**src/rtl/operand_fetch_pkg.sv**
```systemverilog
// Shared constants, operand bundle type and bypass helper for the operand fetch stage.
package operand_fetch_pkg;

  localparam int AW   = 5;
  localparam int DW   = 32;
  localparam int NREG = 2 ** AW;

  localparam logic [AW-1:0] REG_ZERO = '0;

  typedef struct packed {
    logic [DW-1:0] a;
    logic [DW-1:0] b;
    logic [AW-1:0] rd;
    logic          rd_we;
  } operand_bundle_t;

  // Register 0 is hardwired, so a writeback to it never forwards.
  function automatic logic wb_hit(input logic wb_we, input logic [AW-1:0] wb_num,
                                  input logic [AW-1:0] r);
    return wb_we && (wb_num == r) && (r != REG_ZERO);
  endfunction

endpackage

```
**src/rtl/operand_fetch_if.sv**
```systemverilog
// Bus bundle between decode, register file, writeback and execute for operand fetch.
interface operand_fetch_if;
  import operand_fetch_pkg::*;

  logic            in_valid;
  logic            in_ready;
  logic [AW-1:0]   in_rs;
  logic [AW-1:0]   in_rt;
  logic [AW-1:0]   in_rd;
  logic            in_rd_we;
  logic [AW-1:0]   rf_r1_num;
  logic [AW-1:0]   rf_r2_num;
  logic [DW-1:0]   rf_r1_data;
  logic [DW-1:0]   rf_r2_data;
  logic            wb_we;
  logic [AW-1:0]   wb_num;
  logic [DW-1:0]   wb_data;
  logic            out_valid;
  logic            out_ready;
  logic [DW-1:0]   out_a;
  logic [DW-1:0]   out_b;
  logic [AW-1:0]   out_rd;
  logic            out_rd_we;
  logic [NREG-1:0] busy_vec;

  modport slave (
    input  in_valid, in_rs, in_rt, in_rd, in_rd_we,
    input  rf_r1_data, rf_r2_data,
    input  wb_we, wb_num, wb_data,
    input  out_ready,
    output in_ready, rf_r1_num, rf_r2_num,
    output out_valid, out_a, out_b, out_rd, out_rd_we, busy_vec
  );

  modport master (
    output in_valid, in_rs, in_rt, in_rd, in_rd_we,
    output rf_r1_data, rf_r2_data,
    output wb_we, wb_num, wb_data,
    output out_ready,
    input  in_ready, rf_r1_num, rf_r2_num,
    input  out_valid, out_a, out_b, out_rd, out_rd_we, busy_vec
  );

endinterface

```
**src/rtl/operand_fetch_reg_scoreboard.sv**
```systemverilog
// Pending-write scoreboard: one busy bit per register, with three combinational lookups.
module operand_fetch_reg_scoreboard
  import operand_fetch_pkg::*;
(
  input  logic            clk,
  input  logic            rst,
  input  logic            set_en_i,
  input  logic [AW-1:0]   set_idx_i,
  input  logic            clr_en_i,
  input  logic [AW-1:0]   clr_idx_i,
  input  logic [AW-1:0]   rd_a_idx_i,
  input  logic [AW-1:0]   rd_b_idx_i,
  input  logic [AW-1:0]   rd_c_idx_i,
  output logic            busy_a_o,
  output logic            busy_b_o,
  output logic            busy_c_o,
  output logic [NREG-1:0] busy_vec_o
);

  logic [NREG-1:0] busy_q;
  logic [NREG-1:0] busy_d;

  // Set is applied after clear so a new claim survives a same-cycle retire.
  always_comb begin
    busy_d = busy_q;
    if (clr_en_i) busy_d[clr_idx_i] = 1'b0;
    if (set_en_i) busy_d[set_idx_i] = 1'b1;
    busy_d[REG_ZERO] = 1'b0;
  end

  always_ff @(posedge clk or posedge rst) begin
    if (rst) busy_q <= '0;
    else     busy_q <= busy_d;
  end

  assign busy_a_o   = busy_q[rd_a_idx_i];
  assign busy_b_o   = busy_q[rd_b_idx_i];
  assign busy_c_o   = busy_q[rd_c_idx_i];
  assign busy_vec_o = busy_q;

endmodule

```
**src/rtl/operand_fetch.sv**
```systemverilog
// Operand fetch: register-file read, writeback bypass, hazard stall and a one-entry output register.
module operand_fetch
  import operand_fetch_pkg::*;
(
  input  logic            clk,
  input  logic            rst,
  operand_fetch_if.slave  bus
);

  logic            busy_rs, busy_rt, busy_rd;
  logic            hit_rs, hit_rt, hit_rd;
  logic            hazard;
  logic            in_ready;
  logic            accept;
  logic            set_en;
  logic [DW-1:0]   src_a, src_b;
  logic            out_valid_q, out_valid_d;
  operand_bundle_t bundle_q, bundle_d;

  assign bus.rf_r1_num = bus.in_rs;
  assign bus.rf_r2_num = bus.in_rt;

  assign hit_rs = wb_hit(bus.wb_we, bus.wb_num, bus.in_rs);
  assign hit_rt = wb_hit(bus.wb_we, bus.wb_num, bus.in_rt);
  assign hit_rd = wb_hit(bus.wb_we, bus.wb_num, bus.in_rd);

  // The register file only updates at the edge, so writeback data must be forwarded here.
  assign src_a = (bus.in_rs == REG_ZERO) ? '0 : (hit_rs ? bus.wb_data : bus.rf_r1_data);
  assign src_b = (bus.in_rt == REG_ZERO) ? '0 : (hit_rt ? bus.wb_data : bus.rf_r2_data);

  assign hazard = (busy_rs && !hit_rs)
               || (busy_rt && !hit_rt)
               || (bus.in_rd_we && (bus.in_rd != REG_ZERO) && busy_rd && !hit_rd);

  assign in_ready = !hazard && (!out_valid_q || bus.out_ready);
  assign accept   = bus.in_valid && in_ready;
  assign set_en   = accept && bus.in_rd_we && (bus.in_rd != REG_ZERO);

  operand_fetch_reg_scoreboard u_scoreboard (
    .clk        (clk),
    .rst        (rst),
    .set_en_i   (set_en),
    .set_idx_i  (bus.in_rd),
    .clr_en_i   (bus.wb_we),
    .clr_idx_i  (bus.wb_num),
    .rd_a_idx_i (bus.in_rs),
    .rd_b_idx_i (bus.in_rt),
    .rd_c_idx_i (bus.in_rd),
    .busy_a_o   (busy_rs),
    .busy_b_o   (busy_rt),
    .busy_c_o   (busy_rd),
    .busy_vec_o (bus.busy_vec)
  );

  always_comb begin
    out_valid_d = out_valid_q;
    bundle_d    = bundle_q;
    if (accept) begin
      out_valid_d    = 1'b1;
      bundle_d.a     = src_a;
      bundle_d.b     = src_b;
      bundle_d.rd    = bus.in_rd;
      bundle_d.rd_we = bus.in_rd_we;
    end else if (bus.out_ready) begin
      out_valid_d = 1'b0;
    end
  end

  always_ff @(posedge clk or posedge rst) begin
    if (rst) begin
      out_valid_q <= 1'b0;
      bundle_q    <= '0;
    end else begin
      out_valid_q <= out_valid_d;
      bundle_q    <= bundle_d;
    end
  end

  assign bus.in_ready  = in_ready;
  assign bus.out_valid = out_valid_q;
  assign bus.out_a     = bundle_q.a;
  assign bus.out_b     = bundle_q.b;
  assign bus.out_rd    = bundle_q.rd;
  assign bus.out_rd_we = bundle_q.rd_we;

endmodule
```
**src/flat_wrapper.sv**
```systemverilog
// flat-port wrapper written by rule: the top's interface ports become plain ports
module operand_fetch_flat import operand_fetch_pkg::*;
  (clk, rst, bus_in_valid, bus_in_rs, bus_in_rt, bus_in_rd, bus_in_rd_we, bus_rf_r1_data, bus_rf_r2_data, bus_wb_we, bus_wb_num, bus_wb_data, bus_out_ready, bus_in_ready, bus_rf_r1_num, bus_rf_r2_num, bus_out_valid, bus_out_a, bus_out_b, bus_out_rd, bus_out_rd_we, bus_busy_vec);
  operand_fetch_if bus_i ();
  input  logic clk;
  input  logic rst;
  input wire logic [$bits(bus_i.in_valid)-1:0] bus_in_valid;
  input wire logic [$bits(bus_i.in_rs)-1:0] bus_in_rs;
  input wire logic [$bits(bus_i.in_rt)-1:0] bus_in_rt;
  input wire logic [$bits(bus_i.in_rd)-1:0] bus_in_rd;
  input wire logic [$bits(bus_i.in_rd_we)-1:0] bus_in_rd_we;
  input wire logic [$bits(bus_i.rf_r1_data)-1:0] bus_rf_r1_data;
  input wire logic [$bits(bus_i.rf_r2_data)-1:0] bus_rf_r2_data;
  input wire logic [$bits(bus_i.wb_we)-1:0] bus_wb_we;
  input wire logic [$bits(bus_i.wb_num)-1:0] bus_wb_num;
  input wire logic [$bits(bus_i.wb_data)-1:0] bus_wb_data;
  input wire logic [$bits(bus_i.out_ready)-1:0] bus_out_ready;
  output wire logic [$bits(bus_i.in_ready)-1:0] bus_in_ready;
  output wire logic [$bits(bus_i.rf_r1_num)-1:0] bus_rf_r1_num;
  output wire logic [$bits(bus_i.rf_r2_num)-1:0] bus_rf_r2_num;
  output wire logic [$bits(bus_i.out_valid)-1:0] bus_out_valid;
  output wire logic [$bits(bus_i.out_a)-1:0] bus_out_a;
  output wire logic [$bits(bus_i.out_b)-1:0] bus_out_b;
  output wire logic [$bits(bus_i.out_rd)-1:0] bus_out_rd;
  output wire logic [$bits(bus_i.out_rd_we)-1:0] bus_out_rd_we;
  output wire logic [$bits(bus_i.busy_vec)-1:0] bus_busy_vec;
  assign bus_i.in_valid = bus_in_valid;
  assign bus_i.in_rs = bus_in_rs;
  assign bus_i.in_rt = bus_in_rt;
  assign bus_i.in_rd = bus_in_rd;
  assign bus_i.in_rd_we = bus_in_rd_we;
  assign bus_i.rf_r1_data = bus_rf_r1_data;
  assign bus_i.rf_r2_data = bus_rf_r2_data;
  assign bus_i.wb_we = bus_wb_we;
  assign bus_i.wb_num = bus_wb_num;
  assign bus_i.wb_data = bus_wb_data;
  assign bus_i.out_ready = bus_out_ready;
  assign bus_in_ready = bus_i.in_ready;
  assign bus_rf_r1_num = bus_i.rf_r1_num;
  assign bus_rf_r2_num = bus_i.rf_r2_num;
  assign bus_out_valid = bus_i.out_valid;
  assign bus_out_a = bus_i.out_a;
  assign bus_out_b = bus_i.out_b;
  assign bus_out_rd = bus_i.out_rd;
  assign bus_out_rd_we = bus_i.out_rd_we;
  assign bus_busy_vec = bus_i.busy_vec;
  operand_fetch u_core (.clk(clk), .rst(rst), .bus(bus_i));
endmodule
```
**config.mk**
```make
export PLATFORM = sky130hd
export DESIGN_NAME = operand_fetch_flat
export DESIGN_NICKNAME = d
export VERILOG_FILES = /design/src/rtl/operand_fetch_pkg.sv /design/src/rtl/operand_fetch_if.sv /design/src/rtl/operand_fetch_reg_scoreboard.sv /design/src/rtl/operand_fetch.sv /design/src/flat_wrapper.sv
export SDC_FILE = /design/constraint.sdc
export NUM_CORES = 1
export LEC_CHECK = 0
export ABC_CLOCK_PERIOD_IN_PS = 5300
export CORE_MARGIN = 5
export CORE_UTILIZATION = 30
export CTS_BUF_LIST = sky130_fd_sc_hd__clkbuf_16
export CTS_CLUSTER_SIZE = 8
export DETAILED_ROUTE_END_ITERATION = 7
export GPL_ROUTABILITY_DRIVEN = 0
export SLEW_MARGIN = 20
export SYNTH_ARGS = -nofsm -noshare
export SYNTH_HDL_FRONTEND = slang
export SYNTH_SLANG_ARGS = --single-unit
```
**constraint.sdc**
```tcl
create_clock -name clk -period 5.3 [get_ports clk]
set_input_delay 1.06 -clock clk [delete_from_list [all_inputs] [get_ports clk]]
set_output_delay 1.06 -clock clk [all_outputs]
set_load 0.03 [all_outputs]
```
-- Yosys cells after proc, flatten, opt, wreduce, memory -nomap -nowiden
Cells that the tools add are included.
- bits of input ports: 122
- output and inout port bits: 114
- bits in registers: 102
- reduce and logical (&&, ||, !) cells: 31
- order comparisons: 6
- muxes and demuxes: 18
- equality and inequality tests: 3
- bitwise gates (word level): 3
- operator list (kind ; count):
    $mux 32 ; 6
    $and 32x32->32 ; 1
    $not 32->32 ; 1
    $or 32x32->32 ; 1
    $lt 5x6->1 const B ; 4
    $logic_and 1x1->1 ; 17
    $bmux 1 s5 ; 3
    $eq 5x5->1 ; 3
    $reduce_bool 5->1 ; 3
    $demux 1 s5 ; 2
    $ge 5x1->1 const B ; 2
    $logic_not 5->1 ; 2
    $mux 1 ; 7
    $logic_not 1->1 ; 5
    $logic_or 1x1->1 ; 3
    $reduce_bool 2->1 ; 1

-- Logic depth before layout (Yosys ltp)
Gate-level depths: netlist of the first run.
- depth in word-level cells: 13
- mapped depth: 11

-- Hierarchy
From an unflattened synthesis of the first run, not the netlist that was laid out.
- cell total of the unflattened synthesis: 656
- area, all modules: 6297.3 sq um
- by module, submodules not included (module ; area an instance (sq um) ; cells each ; times used):
    operand_fetch ; 4090.2 ; 426 ; 1
    operand_fetch_reg_scoreboard ; 2207.1 ; 230 ; 1

-- Least setup slack after synthesis of the first run
Ideal clock, no wire load.
- path kind: input port to output port
- from: input bus_in_rd[1]
- to: output bus_in_ready
- arrival: 3.081 ns
- cell stages on the path: 8
- setup slack: 1.159 ns
- path buffers: 2
- cell sequence: buf_2 -> buf_1 -> mux2i_1 -> o22ai_1 -> o41ai_1 -> o22ai_1 -> a211oi_2 -> nor2b_1
- longest elaborated chain between the ends: 8
- elaborated cells between the ends (all ways): 13
- those cells by class: eq/ne (1); mux (2); reduce/logical (10)
- RTL lines (what ; line ; text):
    from (decl) ; flat_wrapper.sv:10 ; input wire logic [$bits(bus_i.in_rd)-1:0] bus_in_rd;
    branches (longest 4 deep; another with $bmux 1 s5) ; - ;
    $logic_and 1x1->1 (*) ; operand_fetch.sv:33 ; || (bus.in_rd_we && (bus.in_rd != REG_ZERO) && busy_rd && !hit_rd);
    $logic_or 1x1->1 (*) ; operand_fetch.sv:33 ;
    $logic_not 1->1 (*) ; operand_fetch.sv:35 ; assign in_ready = !hazard && (!out_valid_q || bus.out_ready);
    $logic_and 1x1->1 (*) ; operand_fetch.sv:35 ;
    to (decl) ; flat_wrapper.sv:18 ; output wire logic [$bits(bus_i.in_ready)-1:0] bus_in_ready;
Mark *: on every way between the ends. The select of a mux whose other input is x is not followed.

-- Worst setup path after layout of the first run
- from: input bus_in_rs[0]
- to: output bus_in_ready
- longest elaborated chain between the ends: 9
- elaborated cells between the ends (all ways): 12
- those cells by class: eq/ne (1); mux (2); reduce/logical (9)
- RTL lines (what ; line ; text):
    from (decl) ; flat_wrapper.sv:8 ; input wire logic [$bits(bus_i.in_rs)-1:0] bus_in_rs;
    branches (longest 4 deep; another with $bmux 1 s5) ; - ;
    $logic_and 1x1->1 (*) ; operand_fetch.sv:31 ; assign hazard = (busy_rs && !hit_rs)
    $logic_or 1x1->1 (*) ; operand_fetch.sv:32 ; || (busy_rt && !hit_rt)
    $logic_or 1x1->1 (*) ; operand_fetch.sv:33 ;
    $logic_not 1->1 (*) ; operand_fetch.sv:35 ;
    $logic_and 1x1->1 (*) ; operand_fetch.sv:35 ;
Marked as above.

==> results of run 1 <==
[path summary, 6_finish.rpt]
| check | start | end | slack, ns | depth (start not counted) |
|---|---|---|---|---|
| worst max-delay path | bus_in_rs[0] | bus_in_ready | 0.19 | 7 |
| worst min-delay path | u_core.bus.out_a[4] | u_core.bus.out_a[4] | 0.49 | 1 |
| worst max register to register | u_core.u_scoreboard.busy_vec_o[14] | u_core.bus.out_b[19] | 2.37 | 7 |
| worst min register to register | u_core.bus.out_a[4] | u_core.bus.out_a[4] | 0.49 | 1 |
| max in group asynchronous | rst | u_core.u_scoreboard.busy_vec_o[26] | 3.01 | 3 |
| min in group asynchronous | rst | u_core.bus.out_b[29] | 1.29 | 2 |
[cell usage after synthesis (8+ instances only)]
| cell | number | area [um^2] |
|---|---|---|
| o22ai_1 | 8 | 50.05 |
| nand2_1 | 133 | 499.2 |
| mux2_1 | 48 | 540.5 |
| o31ai_1 | 32 | 240.2 |
| clkbuf_1 | 36 | 135.1 |
| dfrtp_1 | 102 | 2552 |
| buf_2 | 8 | 40.04 |
| nand3b_1 | 12 | 90.09 |
| mux2i_1 | 21 | 210.2 |
| mux2_2 | 26 | 292.8 |
| o21ai_0 | 96 | 480.5 |
| xor2_1 | 8 | 70.07 |
| buf_4 | 12 | 90.09 |
| mux4_2 | 11 | 247.7 |
[final cells by class]
cell class / instances / share of cell area, %
Clock buffer: 9 / 2.553
Clock inverter: 7 / 0.4823
Inverter: 3 / 0.1560
Multi-Input combinational cell: 459 / 35.93
Sequential cell: 102 / 28.94
Tap cell: 270 / 3.830
Timing Repair Buffer: 249 / 28.11
[cell families after synthesis]
kind of cell	after synthesis	synth area share, %
AO/OA/AOI/OAI	149	14.50
other	1	0.06183
buffers and inverters	69	5.797
flip-flops	102	42.09
multiplexers	106	21.29
XOR/XNOR	15	2.166
AND/OR/NAND/NOR	188	14.09
[sequential cells by signal (all words and copies together) (netlist names)]
signal                          cells
u_core.bus.out_rd                   5
u_core.bus.out_a                   32
u_core.bus.out_b                   32
u_core.u_scoreboard.busy_vec_o     31
u_core.bus.out_valid                1
u_core.bus.out_rd_we                1
[through the flow]
| stage | utilization (%) | area [um^2] | std cells |
|---|---|---|---|
| floorplan | - | 6065 | 630 |
| global placement | 42.68 | 8553 | 1083 |
| detailed placement | 42.68 | 8553 | 1083 |
| CTS | 44.02 | 8821 | 1099 |
| global route | 44.02 | 8821 | 1099 |
| finish | 44.02 | 8821 | 1099 |
[power breakdown]
part           total [uW]  switching, uW  internal [uW]
Sequential           1140            155            986
Clock                 623            307            316
Combinational        1430            782            646
[metal layers]
metal	global-route usage [%]	vias up	wire, um	share of wire, %
met4	7.491	0	770	3.5
li1	-	2613	-	-
met1	24.03	2673	9170	41
met3	4.175	50	1488	6.7
met2	31.05	238	10850	49
met5	0	-	0	0
[worst register-to-register path: cells and delay by family, from the launching register on]
kind / cells / cell delay (ns)
AO/OA/AOI/OAI: 2 / 0.57
buffers and inverters: 1 / 0.35
flip-flops: 1 / 0.51
multiplexers: 3 / 1.20
AND/OR/NAND/NOR: 1 / 0.18
==> metrics.md, run 1 <==
| Metric | Value |
|---|---|
| CTS buffer count | `9` |
| First drt pass iteration count | `5` |
| Max Clock Freq | `195.6 MHz` |
| Final hold viol count | `0` |
| FF+latch area | `between 2000 and 3000 um^2` |
| Worst stage delay on the critical path | `0.73 ns` |
| Row cnt | `52` |
| DR iter-0 viols | `~450` |
| Max Cap Viol | `0` |
| Most frequent cells in the layout | `clkdlybuf4s50_1, nand2_1, dfrtp_1` |
| Final Total Pwr | `3192 uW` |
| Post-synthesis async set-or-reset flop share | `100.0%` |
| Crit-path cells | `clkdlybuf4s50_1 > mux4_2 > mux2_2 > a211o_1 > a211oi_2 > nor2b_1 > clkdlybuf4s50_1` |
| Clock buffer depth | `2` |
| Worst setup margin | `0.1872 ns` |
| Status | `completed` |
| Startpoint Class | `input pin` |
| Fin crit share | `slightly below 100%` |
| Clock slew at reported path FFs | `0.07 ns` |
| First-pass GRT wire length | `~34000 um` |
| DP Wirelength | `16020 um` |
| Final Max Tran Viols | `0` |
| Drt drc | `0` |
| Root buffer cell | `clkbuf_16` |
| Boundary Pins | `236` |
| CTS hold repair buffers | `0` |
| Layout cells sized above 1 | `9.168%` |
| Vias in the first global route | `5682` |
| Synthesized instance count | `630` |
| Total track usage | `18.81%` |
| EDFF count, synth | `0` |
| Filler instances | `~2000` |
| Crit Path Max Fanout | `7` |
| Rel. slew slack | `about 39%` |
| Wire length per cell | `around 20 um` |
| Vias per std cell | `5.072` |
| Post-Synthesis Cell Area | `6065 um^2` |
| Req. time, crit path | `4.24 ns` |
| CTS H-tree lvls | `3` |
| RSZ-0062 raised after global routing | `false` |
| PortBufs | `~230` |
| Initial Utilization | `30.26%` |
| P&R area growth vs syn | `45.45%` |
| # diodes | `0` |
| Post-CTS setup buffer count | `0` |
| Total Wirelength | `22280 um` |
| Worst-skew pair later-pin latency | `0.35 ns` |
| Via count | `5574` |
| Worst path most repeated cell | `clkdlybuf4s50_1` |
| Fin Hold WS | `just under 0.5 ns` |
| Final Critical Period | `5.113 ns` |
| Antenna violations before repair | `0` |
| Peak supply drop | `0.0002029 V` |
| Clock sink count | `102` |
| Setup-failing EPs final | `0` |
| Hold/Removal Path Class | `reg2reg` |
| Distinct cell type count after synthesis | `between 40 and 50` |
| Resized Gates After CTS | `0` |
| CP endpoint kind | `primary output` |
| Seq/Total Area, Yosys | `42.09%` |
| Syn nets | `752` |
| Mean Syn Cell Area | `9.626 um^2` |
| Total number of yosys warnings | `0` |
| Commonest non-fill, non-tap cell in the layout | `clkdlybuf4s50_1` |
| P_leak | `0.003508 uW` |
| Top delay family on crit path | `buffers and inverters` |
| CP bufs+invs | `2` |
| Setup total negative slack | `0 ns` |
| Combined area of the multi-input logic cells | `3169 um^2` |
| Worst Setup Path Type | `in2out` |
| TritonCTS clock tree | `built` |
| Cell Pwr Density | `361.8 nW/um^2` |
| Commonest register cell after synthesis | `dfrtp_1` |
| Nets@finish | `about 950` |
| Critical path data arrival time | `4.05 ns` |
| Largest net degree at the start of global routing | `72` |
| Slew @ Worst Pin | `0.9144 ns` |
| Gr ovfl total | `0` |
| Slowest cell on crit path | `clkdlybuf4s50_1` |
| Placement Setup Slack | `between 0.15 and 0.2 ns` |
| Flop and latch count out of synthesis | `102` |
| Die Wd | `approximately 150 um` |
| Routed Antenna Nets | `0` |
| Core area | `about 20000 um^2` |
| Final clock skew | `between 0.01 and 0.015 ns` |
| DIE AREA | `23160 um^2` |
| Die Y | `152.2 um` |
No activity file was read; power rests on OpenSTA's default activity.
==> run 2: changes to the inputs <==
--- a/config.mk
+++ b/config.mk
@@ -12,6 +12,7 @@
 export CTS_CLUSTER_SIZE = 8
 export DETAILED_ROUTE_END_ITERATION = 7
 export GPL_ROUTABILITY_DRIVEN = 0
+export GPL_TIMING_DRIVEN = 1
 export SLEW_MARGIN = 20
 export SYNTH_ARGS = -nofsm -noshare
 export SYNTH_HDL_FRONTEND = slang
==> results of run 2 <==
Final layout, timing and power as in run 1 (identical DEF).
==> run 3: changes to the inputs <==
--- a/config.mk
+++ b/config.mk
@@ -5,7 +5,6 @@
 export SDC_FILE = /design/constraint.sdc
 export NUM_CORES = 1
 export LEC_CHECK = 0
-export ABC_CLOCK_PERIOD_IN_PS = 5300
 export CORE_MARGIN = 5
 export CORE_UTILIZATION = 30
 export CTS_BUF_LIST = sky130_fd_sc_hd__clkbuf_16
@@ -16,4 +15,5 @@
 export SLEW_MARGIN = 20
 export SYNTH_ARGS = -nofsm -noshare
 export SYNTH_HDL_FRONTEND = slang
+export SYNTH_HIERARCHICAL = 1
 export SYNTH_SLANG_ARGS = --single-unit
==> run 3 against run 2 <==
Effect of this change:
- via count up 11%
- core utilization up 0.087 points
- die area up 3.6%
- critical endpoint unchanged
- sequential power about the same
- global-route usage up 1.2 points
- critical path depth up 2
- first-iteration DRC count down 1.8%
- combinational power up 10%
- synthesized cell count up 4.1%
- final cell count up 4.2%
- largest power group unchanged
- count of clock-buffer cells in the layout unchanged
- fmax up 7.5%
==> metrics.md, run 3 <==
| Metric | Value |
|---|---|
| Layout cells sized above 1 | `11.51%` |
| Via count | `~6200` |
| Syn nets | `778` |
| Worst Setup Path Type | `in2out` |
| Vias per std cell | `5.421` |
| Fin crit share | `89.73%` |
| Final hold viol count | `0` |
| Fin util | `between 40 and 50%` |
| Worst stage delay on the critical path | `1.09 ns` |
| Post-CTS setup buffer count | `0` |
| Leading area contributor after synthesis | `dfrtp_1` |
| Placement Setup Slack | `0.5754 ns` |
| Total track usage | `19.97%` |
| Final Critical Period | `4.756 ns` |
| Drt drc | `0` |
| Commonest register cell after synthesis | `dfrtp_1` |
| P&R area growth vs syn | `45.84%` |
| Final Max Tran Viols | `0` |
| Commonest non-fill, non-tap cell in the layout | `clkdlybuf4s50_1` |
| Gr ovfl total | `0` |
| Commonest cells post-synth | `o21ai_0, dfrtp_1, nand3_1` |
| CTS hold repair buffers | `0` |
| Hold/Removal Path Class | `reg2reg` |
| Rel. slew slack | `28.93%` |
| Slew @ Worst Pin | `1.066 ns` |
| Core area | `20820 um^2` |
| First drt pass iteration count | `5` |
| Top delay family on crit path | `buffers and inverters` |
| Slowest cell on crit path | `clkdlybuf4s50_1` |
| Fin Hold WS | `slightly below 0.5 ns` |
| Peak supply drop | `between 0.0002 and 0.00025 V` |
| Mean Syn Cell Area | `around 9.6 um^2` |
| Synthesized instance count | `656` |
| Resized Gates After CTS | `0` |
| Antenna violations before repair | `1` |
| Clock buffer depth | `2` |
| Setup total negative slack | `0 ns` |
| FF+latch area | `~2600 um^2` |
| CP endpoint kind | `primary output` |
| Top-count cell post-synth | `o21ai_0` |
| Synth area leaders | `dfrtp_1, o21ai_0, mux2_2, nand3_1, a21oi_1` |
| Req. time, crit path | `4.24 ns` |
| PortBufs | `234` |
| Crit Path Max Fanout | `18` |
| Die Wd | `154.9 um` |
| RSZ-0062 raised after global routing | `false` |
| Status | `completed` |
| Max Clock Freq | `210.3 MHz` |
| Wire length per cell | `22.02 um` |
| Worst-skew pair later-pin latency | `about 0.35 ns` |
| Routed Antenna Nets | `0` |
| First-pass GRT wire length | `about 37000 um` |
| Nets@finish | `987` |
| Clock sink count | `102` |
| Vias in the first global route | `6169` |
| Total Wirelength | `25210 um` |
| DR iter-0 viols | `443` |
| Flop and latch count out of synthesis | `102` |
| Clock slew at reported path FFs | `0.07 ns` |
| CTS buffer count | `9` |
| Initial Utilization | `between 30% and 40%` |
| Total number of yosys warnings | `6` |
| CTS H-tree lvls | `3` |
| Worst setup margin | `between 0.5 and 0.6 ns` |
| Largest net degree at the start of global routing | `34` |
| Post-Synthesis Cell Area | `approximately 6300 um^2` |
| Max Cap Viol | `0` |
| Cell Pwr Density | `approximately 380 nW/um^2` |
| Synth top area share | `40.53%` |
| Boundary Pins | `236` |
| P_leak | `~0.0035 uW` |
| CP bufs+invs | `3` |
| Critical path data arrival time | `3.70 ns` |
| Crit-path cells | `clkdlybuf4s50_1 > mux2i_1 > a22oi_1 > nand3_1 > nand4_1 > inv_1 > a311oi_1 > nor4b_1 > buf_4` |
| Distinct cell type count after synthesis | `39` |
| Most frequent cells in the layout | `clkdlybuf4s50_1, o21ai_0, dfrtp_1` |
| EDFF count, synth | `0` |
| Final clock skew | `0.01098 ns` |
| Root buffer cell | `clkbuf_16` |
| Combined area of the multi-input logic cells | `3385 um^2` |
| Filler instances | `2053` |
| Die Y | `154.9 um` |
| Seq/Total Area, Yosys | `40.53%` |
| Row cnt | `between 50 and 60` |
| DP Wirelength | `18060 um` |
| DIE AREA | `~24000 um^2` |
| Setup-failing EPs final | `0` |
| Post-synthesis async set-or-reset flop share | `100.0%` |
| Startpoint Class | `input pin` |
| TritonCTS clock tree | `built` |
run 3: changes by cell type in the layout (fill, tap and decap cells not counted), sizes merged, moves of 5 or more:
cell / change
o22ai: -8
o21ai: +31
a21oi: +72
o31ai: -32
a22oi: +5
buf: +11
nand3: +74
mux2i: +6
nand2: -124
run 3: logic make-up after synthesis:
kind of cell	after synthesis	share of synthesized area, %
compound gates	218	18.16
xor+xnor	15	2.086
buf+inv	67	5.802
flops	102	40.53
mux	106	20.21
other cells	1	0.05955
simple gates	147	13.15
run 3: worst register-to-register path: cells and delay by family (launching register included):
kind / cells / cell delay, ns
muxes: 1 / 0.50
AOI/OAI and AO/OA: 3 / 0.55
DFF: 1 / 0.48
and+or+nand+nor: 5 / 1.67
run 3: final timing paths:
path,startpoint,end,slack (ns),depth (start not counted)
max,bus_in_rd[2],bus_in_ready,0.54,9
min in group asynchronous,rst,u_core/u_scoreboard/busy_vec_o[2],1.15,3
max in group asynchronous,rst,u_core/bus.out_b[29],3.24,3
min reg2reg,u_core/bus.out_b[5],u_core/bus.out_b[5],0.49,1
max reg2reg,u_core/u_scoreboard/busy_vec_o[7],u_core/u_scoreboard/busy_vec_o[4],2.02,9
min,u_core/bus.out_b[5],u_core/bus.out_b[5],0.49,1
run 3: report_power, final:
group | total, uW | internal [uW] | switching (uW)
clock network | 715 | 413 | 302
registers | 1170 | 1000 | 167
logic | 1580 | 709 | 871
total | 3460 | 2120 | 1340
run 3: area by class of cell:
class	count	share of cell area, %
clock inverter	6	0.9537
inverter	6	0.2452
timing repair buffer	259	27.93
multi-input combinational	487	36.85
antenna	1	0.02725
sequential	102	27.79
clock buffer	9	2.452
tap	275	3.747
run 3: routing by layer:
layer	up-vias	GRT usage (%)	share of wire, %
met5	-	0	0
met4	0	7.527	3.0
met3	48	3.310	6.4
met2	282	31.35	47
met1	3022	27.70	43
li1	2855	-	-
run 3: metrics by stage:
step	total power, uW	cell area, um^2	instances
3_3_place_gp	2754	8869	1129
2_1_floorplan	1998	6297	656
4_1_cts	3492	9181	1144
5_1_grt	3614	9184	1145
3_5_place_dp	2763	8869	1129
6_report	3461	9184	1145
